<file path="src/rtl/ifetch_pkg.sv">
// ifetch_pkg: shared types and constants for the instruction fetch unit.
//   fetch_state_e    : fetch FSM states (IDLE / REQ / DRAIN)
//   INST_W           : instruction word width
//   DEFAULT_RESET_PC : default first fetch address after reset
//   word_align()     : clears the byte-offset bits of an address
package ifetch_pkg;

  localparam int          INST_W           = 32;
  localparam logic [31:0] DEFAULT_RESET_PC = 32'h0000_3000;

  typedef enum logic [1:0] {
    IDLE  = 2'd0,
    REQ   = 2'd1,
    DRAIN = 2'd2
  } fetch_state_e;

  function automatic logic [31:0] word_align(input logic [31:0] pc);
    return pc & 32'hFFFF_FFFC;
  endfunction

endpackage

</file>
<file path="src/rtl/ifetch_fifo.sv">
// ifetch_fifo: prefetch buffer of DEPTH entries, each W bits ({pc, inst}).
// Ports:
//   clock, reset      : clock, asynchronous active-low reset
//   push_i / wdata_i  : write one entry at the tail
//   pop_i             : remove the head entry
//   flush_i           : empty the buffer; overrides push and pop
//   rdata_o           : head entry (don't-care while count_o == 0)
//   count_o           : number of valid entries
module ifetch_fifo #(
  parameter int DEPTH = 2,
  parameter int W     = 64
) (
  input  logic                       clock,
  input  logic                       reset,
  input  logic                       push_i,
  input  logic [W-1:0]               wdata_i,
  input  logic                       pop_i,
  input  logic                       flush_i,
  output logic [W-1:0]               rdata_o,
  output logic [$clog2(DEPTH+1)-1:0] count_o
);

  localparam int PW = (DEPTH > 1) ? $clog2(DEPTH) : 1;
  localparam int CW = $clog2(DEPTH + 1);

  logic [W-1:0]  mem_q [DEPTH];
  logic [PW-1:0] wr_ptr_q, wr_ptr_d;
  logic [PW-1:0] rd_ptr_q, rd_ptr_d;
  logic [CW-1:0] count_q, count_d;
  logic          do_push, do_pop;

  function automatic logic [PW-1:0] ptr_inc(input logic [PW-1:0] p);
    return (p == PW'(DEPTH - 1)) ? '0 : p + 1'b1;
  endfunction

  assign do_push = push_i && !flush_i && (count_q != CW'(DEPTH));
  assign do_pop  = pop_i && !flush_i && (count_q != '0);

  always_comb begin
    wr_ptr_d = wr_ptr_q;
    rd_ptr_d = rd_ptr_q;
    count_d  = count_q;
    if (flush_i) begin
      wr_ptr_d = '0;
      rd_ptr_d = '0;
      count_d  = '0;
    end else begin
      if (do_push) wr_ptr_d = ptr_inc(wr_ptr_q);
      if (do_pop)  rd_ptr_d = ptr_inc(rd_ptr_q);
      case ({do_push, do_pop})
        2'b10:   count_d = count_q + 1'b1;
        2'b01:   count_d = count_q - 1'b1;
        default: count_d = count_q;
      endcase
    end
  end

  always_ff @(posedge clock or negedge reset) begin
    if (!reset) begin
      wr_ptr_q <= '0;
      rd_ptr_q <= '0;
      count_q  <= '0;
    end else begin
      wr_ptr_q <= wr_ptr_d;
      rd_ptr_q <= rd_ptr_d;
      count_q  <= count_d;
    end
  end

  // Storage carries no reset: entries are only observed through count_q.
  always_ff @(posedge clock) begin
    if (do_push) mem_q[wr_ptr_q] <= wdata_i;
  end

  assign rdata_o = mem_q[rd_ptr_q];
  assign count_o = count_q;

endmodule

</file>
<file path="src/rtl/ifetch_unit.sv">
// ifetch_unit: sequential instruction prefetcher with a DEPTH-entry buffer.
// Ports:
//   clock, reset              : clock, asynchronous active-low reset
//   mem_req, mem_addr         : fetch request / word address to instruction memory
//   mem_ack, mem_rdata        : memory accepts the request and returns data in the same cycle
//   inst_valid, inst, inst_pc : buffer head presented to the consumer
//   inst_ready                : consumer takes the head this cycle
//   redirect, redirect_pc     : discard prefetched work, restart fetching at redirect_pc
//   dbg_state                 : current FSM state, for observation only
//   flush_cnt                 : saturating redirect counter (only with IFETCH_FLUSH_CNT_EN)
// Build option: define IFETCH_FLUSH_CNT_EN to add the flush_cnt output and its counter.
//
// Handshakes: a memory transfer happens in a cycle where mem_req && mem_ack;
// once raised, mem_req/mem_addr hold until that cycle and mem_ack is ignored
// while mem_req is low. A consumer transfer happens where inst_valid &&
// inst_ready. A redirect cancels both transfers of its cycle.
module ifetch_unit
  import ifetch_pkg::*;
#(
  parameter int          DEPTH    = 2,
  parameter logic [31:0] RESET_PC = DEFAULT_RESET_PC
) (
  input  logic              clock,
  input  logic              reset,
  output logic              mem_req,
  output logic [31:0]       mem_addr,
  input  logic              mem_ack,
  input  logic [INST_W-1:0] mem_rdata,
  output logic              inst_valid,
  output logic [INST_W-1:0] inst,
  output logic [31:0]       inst_pc,
  input  logic              inst_ready,
  input  logic              redirect,
  input  logic [31:0]       redirect_pc,
  output fetch_state_e      dbg_state
`ifdef IFETCH_FLUSH_CNT_EN
  ,
  output logic [15:0]       flush_cnt
`endif
);

  localparam int CW = $clog2(DEPTH + 1);

  fetch_state_e      state_q, state_d;
  logic [31:0]       fetch_pc_q, fetch_pc_d;
  logic [31:0]       addr_q, addr_d;
  logic              req_q, req_d;
  logic [CW-1:0]     count;
  logic [31+INST_W:0] head;
  logic              ack, push, pop;

  // Only an ack against a live request counts.
  assign ack  = req_q && mem_ack;
  assign pop  = inst_valid && inst_ready && !redirect;
  assign push = (state_q == REQ) && ack && !redirect;

  always_comb begin
    state_d    = state_q;
    fetch_pc_d = fetch_pc_q;
    case (state_q)
      IDLE: begin
        if (redirect) begin
          fetch_pc_d = word_align(redirect_pc);
          state_d    = REQ;
        end else if (count < CW'(DEPTH)) begin
          state_d = REQ;
        end
      end
      REQ: begin
        if (redirect) begin
          fetch_pc_d = word_align(redirect_pc);
          // Without an ack the old request is still in flight and must finish.
          state_d    = ack ? REQ : DRAIN;
        end else if (ack) begin
          fetch_pc_d = fetch_pc_q + 32'd4;
          // Room for another word once this push (and any pop) has landed.
          state_d    = (pop || (count < CW'(DEPTH - 1))) ? REQ : IDLE;
        end
      end
      DRAIN: begin
        if (redirect) fetch_pc_d = word_align(redirect_pc);
        if (ack)      state_d    = REQ;
      end
      default: state_d = IDLE;
    endcase
    // An unacknowledged request keeps its address; otherwise follow fetch_pc.
    addr_d = (req_q && !mem_ack) ? addr_q : fetch_pc_d;
    req_d  = (state_d != IDLE);
  end

  always_ff @(posedge clock or negedge reset) begin
    if (!reset) begin
      state_q    <= IDLE;
      fetch_pc_q <= RESET_PC;
      addr_q     <= RESET_PC;
      req_q      <= 1'b0;
    end else begin
      state_q    <= state_d;
      fetch_pc_q <= fetch_pc_d;
      addr_q     <= addr_d;
      req_q      <= req_d;
    end
  end

  ifetch_fifo #(
    .DEPTH (DEPTH),
    .W     (32 + INST_W)
  ) u_fifo (
    .clock   (clock),
    .reset   (reset),
    .push_i  (push),
    .wdata_i ({fetch_pc_q, mem_rdata}),
    .pop_i   (pop),
    .flush_i (redirect),
    .rdata_o (head),
    .count_o (count)
  );

  assign mem_req    = req_q;
  assign mem_addr   = addr_q;
  assign inst_valid = (count != '0);
  assign inst       = head[INST_W-1:0];
  assign inst_pc    = head[31+INST_W:INST_W];
  assign dbg_state  = state_q;

`ifdef IFETCH_FLUSH_CNT_EN
  logic [15:0] flush_cnt_q;

  always_ff @(posedge clock or negedge reset) begin
    if (!reset) begin
      flush_cnt_q <= '0;
    end else if (redirect && (flush_cnt_q != 16'hFFFF)) begin
      flush_cnt_q <= flush_cnt_q + 16'd1;
    end
  end

  assign flush_cnt = flush_cnt_q;
`endif

endmodule

</file>
<file path="config.mk">
export PLATFORM = sky130hd
export DESIGN_NAME = ifetch_unit
export DESIGN_NICKNAME = d
export VERILOG_FILES = /design/src/rtl/ifetch_pkg.sv /design/src/rtl/ifetch_fifo.sv /design/src/rtl/ifetch_unit.sv
export SDC_FILE = /design/constraint.sdc
export NUM_CORES = 1
export LEC_CHECK = 0
export BUFFER_PORTS_ARGS = -buffer_cell sky130_fd_sc_hd__buf_2
export CORE_ASPECT_RATIO = 0.8
export CORE_MARGIN = 1.5
export CORE_UTILIZATION = 55
export CTS_BUF_LIST = sky130_fd_sc_hd__clkbuf_16
export DETAILED_ROUTE_END_ITERATION = 10
export HOLD_SLACK_MARGIN = 0.02
export PLACE_DENSITY = 0.87
export SETUP_SLACK_MARGIN = 0.1
export SYNTH_ARGS = -nofsm -noshare
export SYNTH_HDL_FRONTEND = slang
export SYNTH_SLANG_ARGS = --single-unit
</file>
<file path="constraint.sdc">
create_clock -name clock -period 8.7 [get_ports clock]
set_clock_uncertainty 0.1 [all_clocks]
set_input_delay 1.74 -clock clock [delete_from_list [all_inputs] [get_ports clock]]
set_output_delay 1.74 -clock clock [all_outputs]
set_load 0.01 [all_outputs]
</file>
### Word level (Yosys, flattened, before mapping)

Memories as Yosys holds them, arrays and structs flattened.
Index checks and enable logic that the tools add are counted.

| storage, ports and cells | value |
|---|---|
| memories kept | 1 |
| bits in writable memories | 128 |
| input bits | 69 |
| bits in registers | 71 |
| output and inout bits | 100 |
| word-level logic and storage cells | 62 |

Memory list:

| memory | words | bits a word | rd ports | clocked after memory_dff | wr ports | line | text |
|---|---|---|---|---|---|---|---|
| u_fifo.mem_q | 2 | 64 | 1 | 0 | 1 | ifetch_fifo.sv:26 | `logic [W-1:0] mem_q [DEPTH];` |

| cells by class | value |
|---|---|
| reduce and logical (&&, ||, !) cells | 20 |
| equality and inequality tests | 5 |
| order comparisons | 2 |
| add/subtract/negate cells | 5 |
| multiplexer cells | 22 |

Operators by type and width:

| cell | number |
|---|---|
| $mux 32 | 3 |
| $pmux 32 s2 | 1 |
| $add 32x3->32 const B | 1 |
| $mux 2 | 7 |
| $logic_and 1x1->1 | 10 |
| $mux 1 | 9 |
| $reduce_bool 2->1 | 4 |
| $pmux 2 s3 | 1 |
| $eq 2x1->1 const B | 2 |
| $eq 2x2->1 const B | 2 |
| $pmux 2 s2 | 1 |
| $reduce_bool 3->1 | 1 |
| $add 1x1->1 const B | 2 |
| $add 2x1->2 const B | 1 |
| $logic_not 1->1 | 2 |
| $logic_not 2->1 | 1 |
| $lt 2x1->1 const B | 1 |
| $lt 2x2->1 const B | 1 |
| $ne 2x2->1 const B | 1 |
| $reduce_or 2->1 | 1 |
| $sub 2x1->2 const B | 1 |
| $logic_or 1x1->1 | 1 |

### Logic depth before layout (Yosys ltp)

Gate-level depths: netlist of the first run.

| depth | value |
|---|---|
| depth after elaboration | 9 |
| gate-level depth with buffers | 8 |
| mapped depth without buffers | 6 |

### Cells and area by module

A second synthesis of the first run with hierarchy kept.

| unflattened totals | value |
|---|---|
| cell total of the unflattened synthesis | 606 |
| area, all modules | 8625.8 um^2 |

Modules (own cells, without submodules):

| module | times used | sequential area each (um^2) | area an instance (um^2) | cells each |
|---|---|---|---|---|
| ifetch_fifo | 1 | 3943.8 | 4839.6 | 224 |
| ifetch_unit | 1 | 1681.6 | 3786.1 | 382 |

### Worst setup path after synthesis of the first run

Ideal clock, no wire load.

| timing path | value |
|---|---|
| kind | input to register |
| from | input redirect |
| to | memory u_fifo.mem_q[0][0] (enable) |
| path buffers | 3 |
| setup slack | -0.511 ns |
| arrival time | 8.467 ns |
| cell stages on the path | 4 |
| data required time | 7.956 ns |
| library setup time | 0.644 ns |
| cell sequence | clkbuf_1 > clkbuf_1 > clkbuf_1 > nor4_1 |

| on the way | value |
|---|---|
| word-level cells in the longest chain between the ends | 6 |

RTL lines:

| element | line | text |
|---|---|---|
| start, declared | ifetch_unit.sv:33 | `input logic redirect,` |
| $logic_not 1->1 (*) | ifetch_fifo.sv:36, ifetch_unit.sv:55 |  |
| $logic_and 1x1->1 | ifetch_unit.sv:55 | `assign push = (state_q == REQ) && ack && !redirect;` |
| $logic_and 1x1->1 (*) (2 in a row) | ifetch_fifo.sv:36 | `assign do_push = push_i && !flush_i && (count_q != CW'(DEPTH));` |
| $mux 1 (*) | ifetch_fifo.sv:72 | `if (do_push) mem_q[wr_ptr_q] <= wdata_i;` |
| $mux 1 (not written as such) (*) | ifetch_fifo.sv:72 |  |
| end, declared | ifetch_fifo.sv:26 |  |

Mark *: on every way between the ends. The rest lies on a longest branch, timed or not.

### Worst setup path in the final report of the first run

| timing path | value |
|---|---|
| from | input redirect |
| to | register addr_q[26] (netlist: mem_addr[26]) |

| on the way | value |
|---|---|
| word-level cells in the longest chain between the ends | 2 |
| elaborated cells on any way between the ends | 3 |
| those cells by class | 3 x mux |

RTL lines:

| element | line | text |
|---|---|---|
| $mux 32 (on tied branches) | ifetch_unit.sv:62, ifetch_unit.sv:81, ifetch_unit.sv:70 |  |
| $pmux 32 s2 (*) | ifetch_unit.sv:60 | `case (state_q)` |
| net fetch_pc_d[26] | ifetch_unit.sv:45 | `logic [31:0] fetch_pc_q, fetch_pc_d;` |
| end signal, assigned | ifetch_unit.sv:100 | `addr_q <= addr_d;` |
| end, declared | ifetch_unit.sv:46 | `logic [31:0] addr_q, addr_d;` |

The timed path passes the listed nets; every way through them passes the cells marked *.
A chain may end at the register's enable or synchronous reset.

==> results of run 1 <==
through the flow:
stage | util [%] | worst slack [ns] | cell area, µm² | hold slack, ns | cells
after global routing | 67.31 | 4.118 | 10240 | 0.3800 | 1018
after CTS | 67.31 | 4.412 | 10240 | 0.3697 | 1018
final | 67.31 | 4.165 | 10240 | 0.3659 | 1018
after detailed placement | 63.45 | 3.909 | 9654 | 0.3544 | 986
after global placement | 63.45 | 4.007 | 9654 | 0.3472 | 986
after floorplan | - | 2.168 | 8680 | 0.3339 | 650
path summary, 6_finish.rpt:
| path | slack, ns | end | cells after the start | start |
|---|---|---|---|---|
| worst max-delay path | 4.17 | mem_addr[26] | 6 | redirect |
| worst min-delay path | 0.37 | u_fifo.mem_q[1][32] | 0 | fetch_pc_q[0] |
| worst max register to register | 5.44 | mem_addr[26] | 6 | dbg_state[0] |
| worst min register to register | 0.37 | u_fifo.mem_q[1][32] | 0 | fetch_pc_q[0] |
| max in group asynchronous | 6.46 | u_fifo.rd_ptr_q | 2 | reset |
| min in group asynchronous | 1.41 | mem_addr[26] | 2 | reset |
registers in the layout, indices dropped and copies added, names as in the netlist:
name             cells
dbg_state            2
u_fifo.wr_ptr_q      1
fetch_pc_q          32
u_fifo.count_o       2
mem_req              1
u_fifo.mem_q       128
mem_addr            32
u_fifo.rd_ptr_q      1
cell families after synthesis:
| family | Yosys count | share of synthesized area [%] |
|---|---|---|
| flops | 199 | 64.86 |
| simple gates | 181 | 10.62 |
| compound gates | 115 | 9.492 |
| mux | 85 | 10.93 |
| buf+inv | 55 | 2.452 |
| xor+xnor | 12 | 1.212 |
| fa+ha+maj | 3 | 0.4328 |
routing by layer:
metal  part of all wire [%]  wire length (µm)  track usage [%]
met2                     46              9268            39.13
met4                    1.7               348            9.864
met5                      0                 0                0
met1                     42              8348            34.45
met3                     10              2100            6.289
cells in the final DEF (no fill, tap or decap), drive strengths merged, types with 7 or more instances in the layout:
cell,count
and2,7
mux2i,7
mux2,78
nor2,48
a31oi,10
edfxtp,128
nor4,11
nand4,12
buf,173
nand2,49
xnor2,7
a21oi,21
dfrtp,67
o22ai,16
clkbuf,17
inv,17
nand3,15
nor3,13
o21ai,11
where the power goes:
part           internal, W  total (W)  switching, W
clock network     0.000430   0.000782      0.000353
registers          0.00125    0.00147      0.000223
logic             0.000434    0.00102      0.000585
final cells by class:
class                           count  area (µm²)
Clock buffer                       17       425.4
Fill cell                        1108        4974
Inverter                            8       30.03
Sequential cell                   199        5627
Multi-Input combinational cell    396        2851
Clock inverter                     15       161.4
Tap cell                          210       262.8
Timing Repair Buffer              173       883.3
==> reports/results.ini, run 1 <==
[setup_path]
cp.arrival_ns=4.81
crit_path_max_incr_delay_ns=1.11
path_max_fanout=35
critPathKind=in -> reg
cp-end-kind=flip-flop
critical-path-slowest-cell=a21oi_1
cp_top_family=compound AO/OA/AOI/OAI gates
critical_path_buf_inv_count=2
path_cells=buf_2 > inv_1 > a21oi_1 > o22ai_1 > a211oi_1 > mux2_2
cp-start-kind=primary input
worstPathRequired_ns=8.98

[pwr]
power_leakage_nw=3.849
fin_total_pwr_w=0.003270
max-vdd-ir-drop_mv=0.2244
p_per_area_nw_per_um2=319.3

[finish]
drive_gt1_share_pct=36.88
nets=867
area_delta_synth_final_pct=18.08
antenna_cells=0

[synth]
yosysMostFrequentCell=edfxtp_1
async_flop_share_pct=35.68
ys_warn_count=0
netlist_top_cells_count=128 x edfxtp_1, 78 x mux2_2, 67 x dfrtp_1
synthDistinctLibCells=63
synth_area_leader_cell=edfxtp_1
synth_nets=722
syn_area_um2=8673
syn_avg_cell_area_um2=13.34
synth_edf_count=128
ys.flop_type=edfxtp_1
synth_top_area_share_pct=44.32
synthCells=650
synth.area.top_cells=edfxtp_1 44%, dfrtp_1 19%, mux2_2 10%
synth_seq_cells=199
ys_seq_area_share_pct=64.86

[detailed_routing]
routedWlPerCell_um=19.71
drt_iter0_drc=768
firstDrtPassIters=6
drc=0
vias=6130
routed_wl_mm=20.07
ant_nets=0
drt-vias-per-instance=6.022

[sta]
setup_viol=0
rsz0062_at_grt=false
fmax_mhz=220.5
period_share_pct=52.12
worstMarginPinSlew_ns=1.261
layout_min_cycle_time_ns=4.535
final_hold_viol_count=0
slew_headroom_pct=15.93
finalMaxSlewViolations=0
tns_ns=0

[global_route]
grt_usage_pct=25.17
grt_pass1_wl_mm=31.06
grt_max_degree=72
antenna_found_initial=0
grt-ovfl-total=0
grt_pass1_vias=5929

[placed_design]
hpwl_mm=12.89
port_buffers=166
place_congestion=0.8939

[clock_network]
numCtsBuffers=17
cts_tree=done
clk-insertion-delay-late_ns=0.44
clk_pin_slew_ns=0.07
cts_sinks=199
cts_resized=0
postCtsSetupBuffers=0
cts-htree-levels=4
root_buffer=clkbuf_16
holdBufCountCts=0
cts_buffer_depth=2

[die]
initial_utilization_pct=57.01
coreArea_um2=15210
dieArea_um2=16540
fp.dieW_um=143.4
die_y_um=115.3
row_count=40
ios=169

[run_status]
status=completed

[worst_hold_path]
hp-class=reg -> reg

[flow_run]
maxCapViolations=0

Note: power is estimated with default switching activity, not from simulation.
==> inputs of run 2 (changes only) <==
--- a/config.mk
+++ b/config.mk
@@ -5,14 +5,15 @@
 export SDC_FILE = /design/constraint.sdc
 export NUM_CORES = 1
 export LEC_CHECK = 0
+export ABC_AREA = 1
 export BUFFER_PORTS_ARGS = -buffer_cell sky130_fd_sc_hd__buf_2
 export CORE_ASPECT_RATIO = 0.8
 export CORE_MARGIN = 1.5
-export CORE_UTILIZATION = 55
+export CORE_UTILIZATION = 50
 export CTS_BUF_LIST = sky130_fd_sc_hd__clkbuf_16
 export DETAILED_ROUTE_END_ITERATION = 10
 export HOLD_SLACK_MARGIN = 0.02
-export PLACE_DENSITY = 0.87
+export PLACE_DENSITY = 0.83
 export SETUP_SLACK_MARGIN = 0.1
 export SYNTH_ARGS = -nofsm -noshare
 export SYNTH_HDL_FRONTEND = slang
==> constraint.sdc (replaced) <==
create_clock -name clock -period 4 [get_ports clock]
set_clock_uncertainty 0.1 [all_clocks]
set_input_delay 0.8 -clock clock [delete_from_list [all_inputs] [get_ports clock]]
set_output_delay 0.8 -clock clock [all_outputs]
set_load 0.01 [all_outputs]
==> run 2 against run 1 <==
Compared with the run above: first-iteration DRC count decreased by 13%; wire length down 0.11%; sequential power is 110% higher; sequential share of layout area fell by 1.5 points; final cell count is 19% higher; global-route usage down 3.0 points; worst hold slack worse by 0.033 ns; total power rose by 110%; critical path type is now reg -> out.
==> reports/results.ini, run 2 <==
[finish]
antenna_cells=0  ; unchanged
mostFrequentLayoutCells=205 x nand2_1, 166 x buf_2, 128 x edfxtp_1, 67 x nor2_1, 66 x dfrtp_1
nets=1043  ; +20%
largest_reg_flops=128  ; unchanged
drive_gt1_share_pct=32.01  ; -4.9 points
area_delta_synth_final_pct=19.41
fin_util_pct=60.78  ; -6.5 points
final_common_cell=nand2_1
largest_register=u_fifo.mem_q

[pwr]
p_per_area_nw_per_um2=665.2  ; +110%
max-vdd-ir-drop_mv=0.4342  ; +94%
power_leakage_nw=4.444  ; +15%

[sta]
layout_setup_ws_ns=1.143  ; -3.022 ns
layout_min_cycle_time_ns=2.857
rsz0062_at_grt=false
fmax_mhz=350.0
hold_ws_ns=0.3325  ; -0.03337 ns
finalMaxSlewViolations=0  ; unchanged
final_hold_viol_count=0  ; unchanged
period_share_pct=71.42
worstMarginPinSlew_ns=0.8462  ; -0.4149 ns
setup_viol=0  ; unchanged
slew_headroom_pct=43.59  ; +28 points

[detailed_routing]
routedWlPerCell_um=16.58  ; -16%
drt_iter0_drc=665  ; -13%
ant_nets=0  ; unchanged
drt-vias-per-instance=5.327  ; -12%
routed_wl_mm=20.04  ; -0.11%
firstDrtPassIters=7  ; +1
drc=0  ; unchanged
vias=6440  ; +5.1%

[placed_design]
port_buffers=166  ; unchanged
hpwl_mm=13.48  ; +4.6%
place_congestion=0.9025  ; +0.96%
pre_cts_ws_ns=1.012  ; -2.897 ns

[die]
dieArea_um2=18450  ; +12%
die_y_um=121.8  ; +5.6%
ios=169  ; unchanged
row_count=43  ; +7.5%
initial_utilization_pct=50.90  ; -6.1 points
fp.dieW_um=151.5  ; +5.6%
coreArea_um2=17320  ; +14%

[setup_path]
cp-end-kind=primary output
ff2ff_setup_slack_ns=1.15  ; -4.29 ns
worstPathRequired_ns=3.10  ; -5.88 ns
cp-start-kind=flip-flop
crit_path_max_incr_delay_ns=0.61  ; -0.50 ns
critPathKind=reg -> out
path_max_fanout=53  ; +51%
crit_path_start=u_fifo.rd_ptr_q
worstReg2RegEnd=u_fifo.mem_q[1][29]
r2r_start=dbg_state[0]
cp.arrival_ns=1.96  ; -2.85 ns
path_cells=buf_12 > mux2_2 > buf_2
critical-path-slowest-cell=dfrtp_2
worstRegToRegCells=7  ; +1

[global_route]
grt-ovfl-total=0  ; unchanged
grt_pass1_vias=5981  ; +0.88%
grt_pass1_wl_mm=30.78  ; -0.89%
grt_max_degree=54  ; -25%
grt_usage_pct=22.16  ; -3.0 points
antenna_found_initial=0  ; unchanged

[synth]
synth_nets=875  ; +21%
synthDistinctLibCells=44  ; -30%
synth_seq_cells=199  ; unchanged
synth_top_area_share_pct=43.59  ; -0.72 points
ys_seq_area_share_pct=63.80  ; -1.1 points
synth_edf_count=128  ; unchanged
async_flop_share_pct=35.68  ; unchanged
synth.area.top_cells=edfxtp_1 44%, dfrtp_1 19%, nand2_1 8.7%
ys.flop_type=edfxtp_1
ys_warn_count=0  ; unchanged
synth_area_leader_cell=edfxtp_1
synthCells=803  ; +24%
netlist_top_cells_count=205 x nand2_1, 128 x edfxtp_1, 70 x nor2_1
syn_avg_cell_area_um2=10.98  ; -18%
syn_area_um2=8817  ; +1.7%
yosysMostFrequentCell=nand2_1

[clock_network]
clk_pin_slew_ns=0.07  ; about the same
cts_buffer_depth=2  ; unchanged
postCtsSetupBuffers=0  ; unchanged
cts_resized=0  ; unchanged
numCtsBuffers=17  ; unchanged
holdBufCountCts=0  ; unchanged
cts_tree=done
cts_sinks=199  ; unchanged
clk-insertion-delay-late_ns=0.44  ; about the same
root_buffer=clkbuf_16
cts-htree-levels=4  ; unchanged

[run_status]
status=completed

[flow_run]
maxCapViolations=0  ; unchanged

[worst_hold_path]
hp-class=in -> async

==> run 2: changes by cell type after synthesis, moves of 14 or more <==
cell	before	now
mux2_2	78	64
inv_1	8	65
nand3_1	14	37
nand2_1	49	205
nor2_1	48	70
clkbuf_1	38	13
==> run 2: kinds of logic (layout without fill, tap and decap cells) <==
logic type / count (synthesis) / count (layout) / synth area share [%]
XOR/XNOR: 1 / 1 / 0.09935
AND/OR/NAND/NOR: 353 / 353 / 17.20
adder cells (fa/ha/maj): 3 / 3 / 0.4258
AO/OA/AOI/OAI: 83 / 83 / 5.747
buffers and inverters: 100 / 281 / 4.555
flip-flops: 199 / 199 / 63.80
multiplexers: 64 / 64 / 8.174
==> run 2: metrics by stage <==
stage                     power (W)  setup TNS (ns)  instances  instance area, µm²
after floorplan            0.004423          -77.71        803                8817
after global placement     0.005136               0       1177                9907
after detailed placement   0.005204               0       1177                9907
after CTS                  0.007017               0       1209               10530
after global routing       0.007400               0       1209               10530
final                      0.007003               0       1209               10530
==> run 2: power breakdown <==
group | switching, W | internal [W] | total, W | leakage, nW
Clock | 0.000799 | 0.00100 | 0.00180 | 0.298
Combinational | 0.00129 | 0.000777 | 0.00207 | 2.15
Sequential | 0.000458 | 0.00268 | 0.00313 | 2.00
==> run 2: how the worst max path moves through the flow <==
stage / to / cells after the start
3_5_place_dp: mem_addr[12] / 11
3_3_place_gp: mem_addr[12] / 11
2_1_floorplan: u_fifo.mem_q[0][0] / 6
5_1_grt: u_fifo.mem_q[1][52] / 7
4_1_cts: inst_pc[21] / 3
6_report: inst_pc[21] / 3
==> run 2: cell type report <==
cell class | count | area (µm²)
inverter | 74 | 280.3
clock buffer | 17 | 425.4
timing repair buffer | 175 | 910.9
tap | 225 | 281.5
clock inverter | 15 | 196.4
multi-input combinational | 504 | 2808
fill | 1385 | 6795
sequential | 199 | 5627
==> run 2: worst max-delay path, delay by kind of cell (launching register included) <==
kind | cells | cell delay, ns
mux | 1 | 0.41
flops | 1 | 0.61
buf+inv | 2 | 0.48
==> run 2: routing by layer <==
| layer | up-vias | wire length [µm] | GRT usage [%] |
|---|---|---|---|
| li1 | 3069 | - | - |
| met2 | 306 | 8624 | 32.81 |
| met1 | 3034 | 9337 | 32.30 |
| met3 | 31 | 1810 | 5.993 |
| met4 | 0 | 272 | 6.068 |
| met5 | - | 0 | 0 |
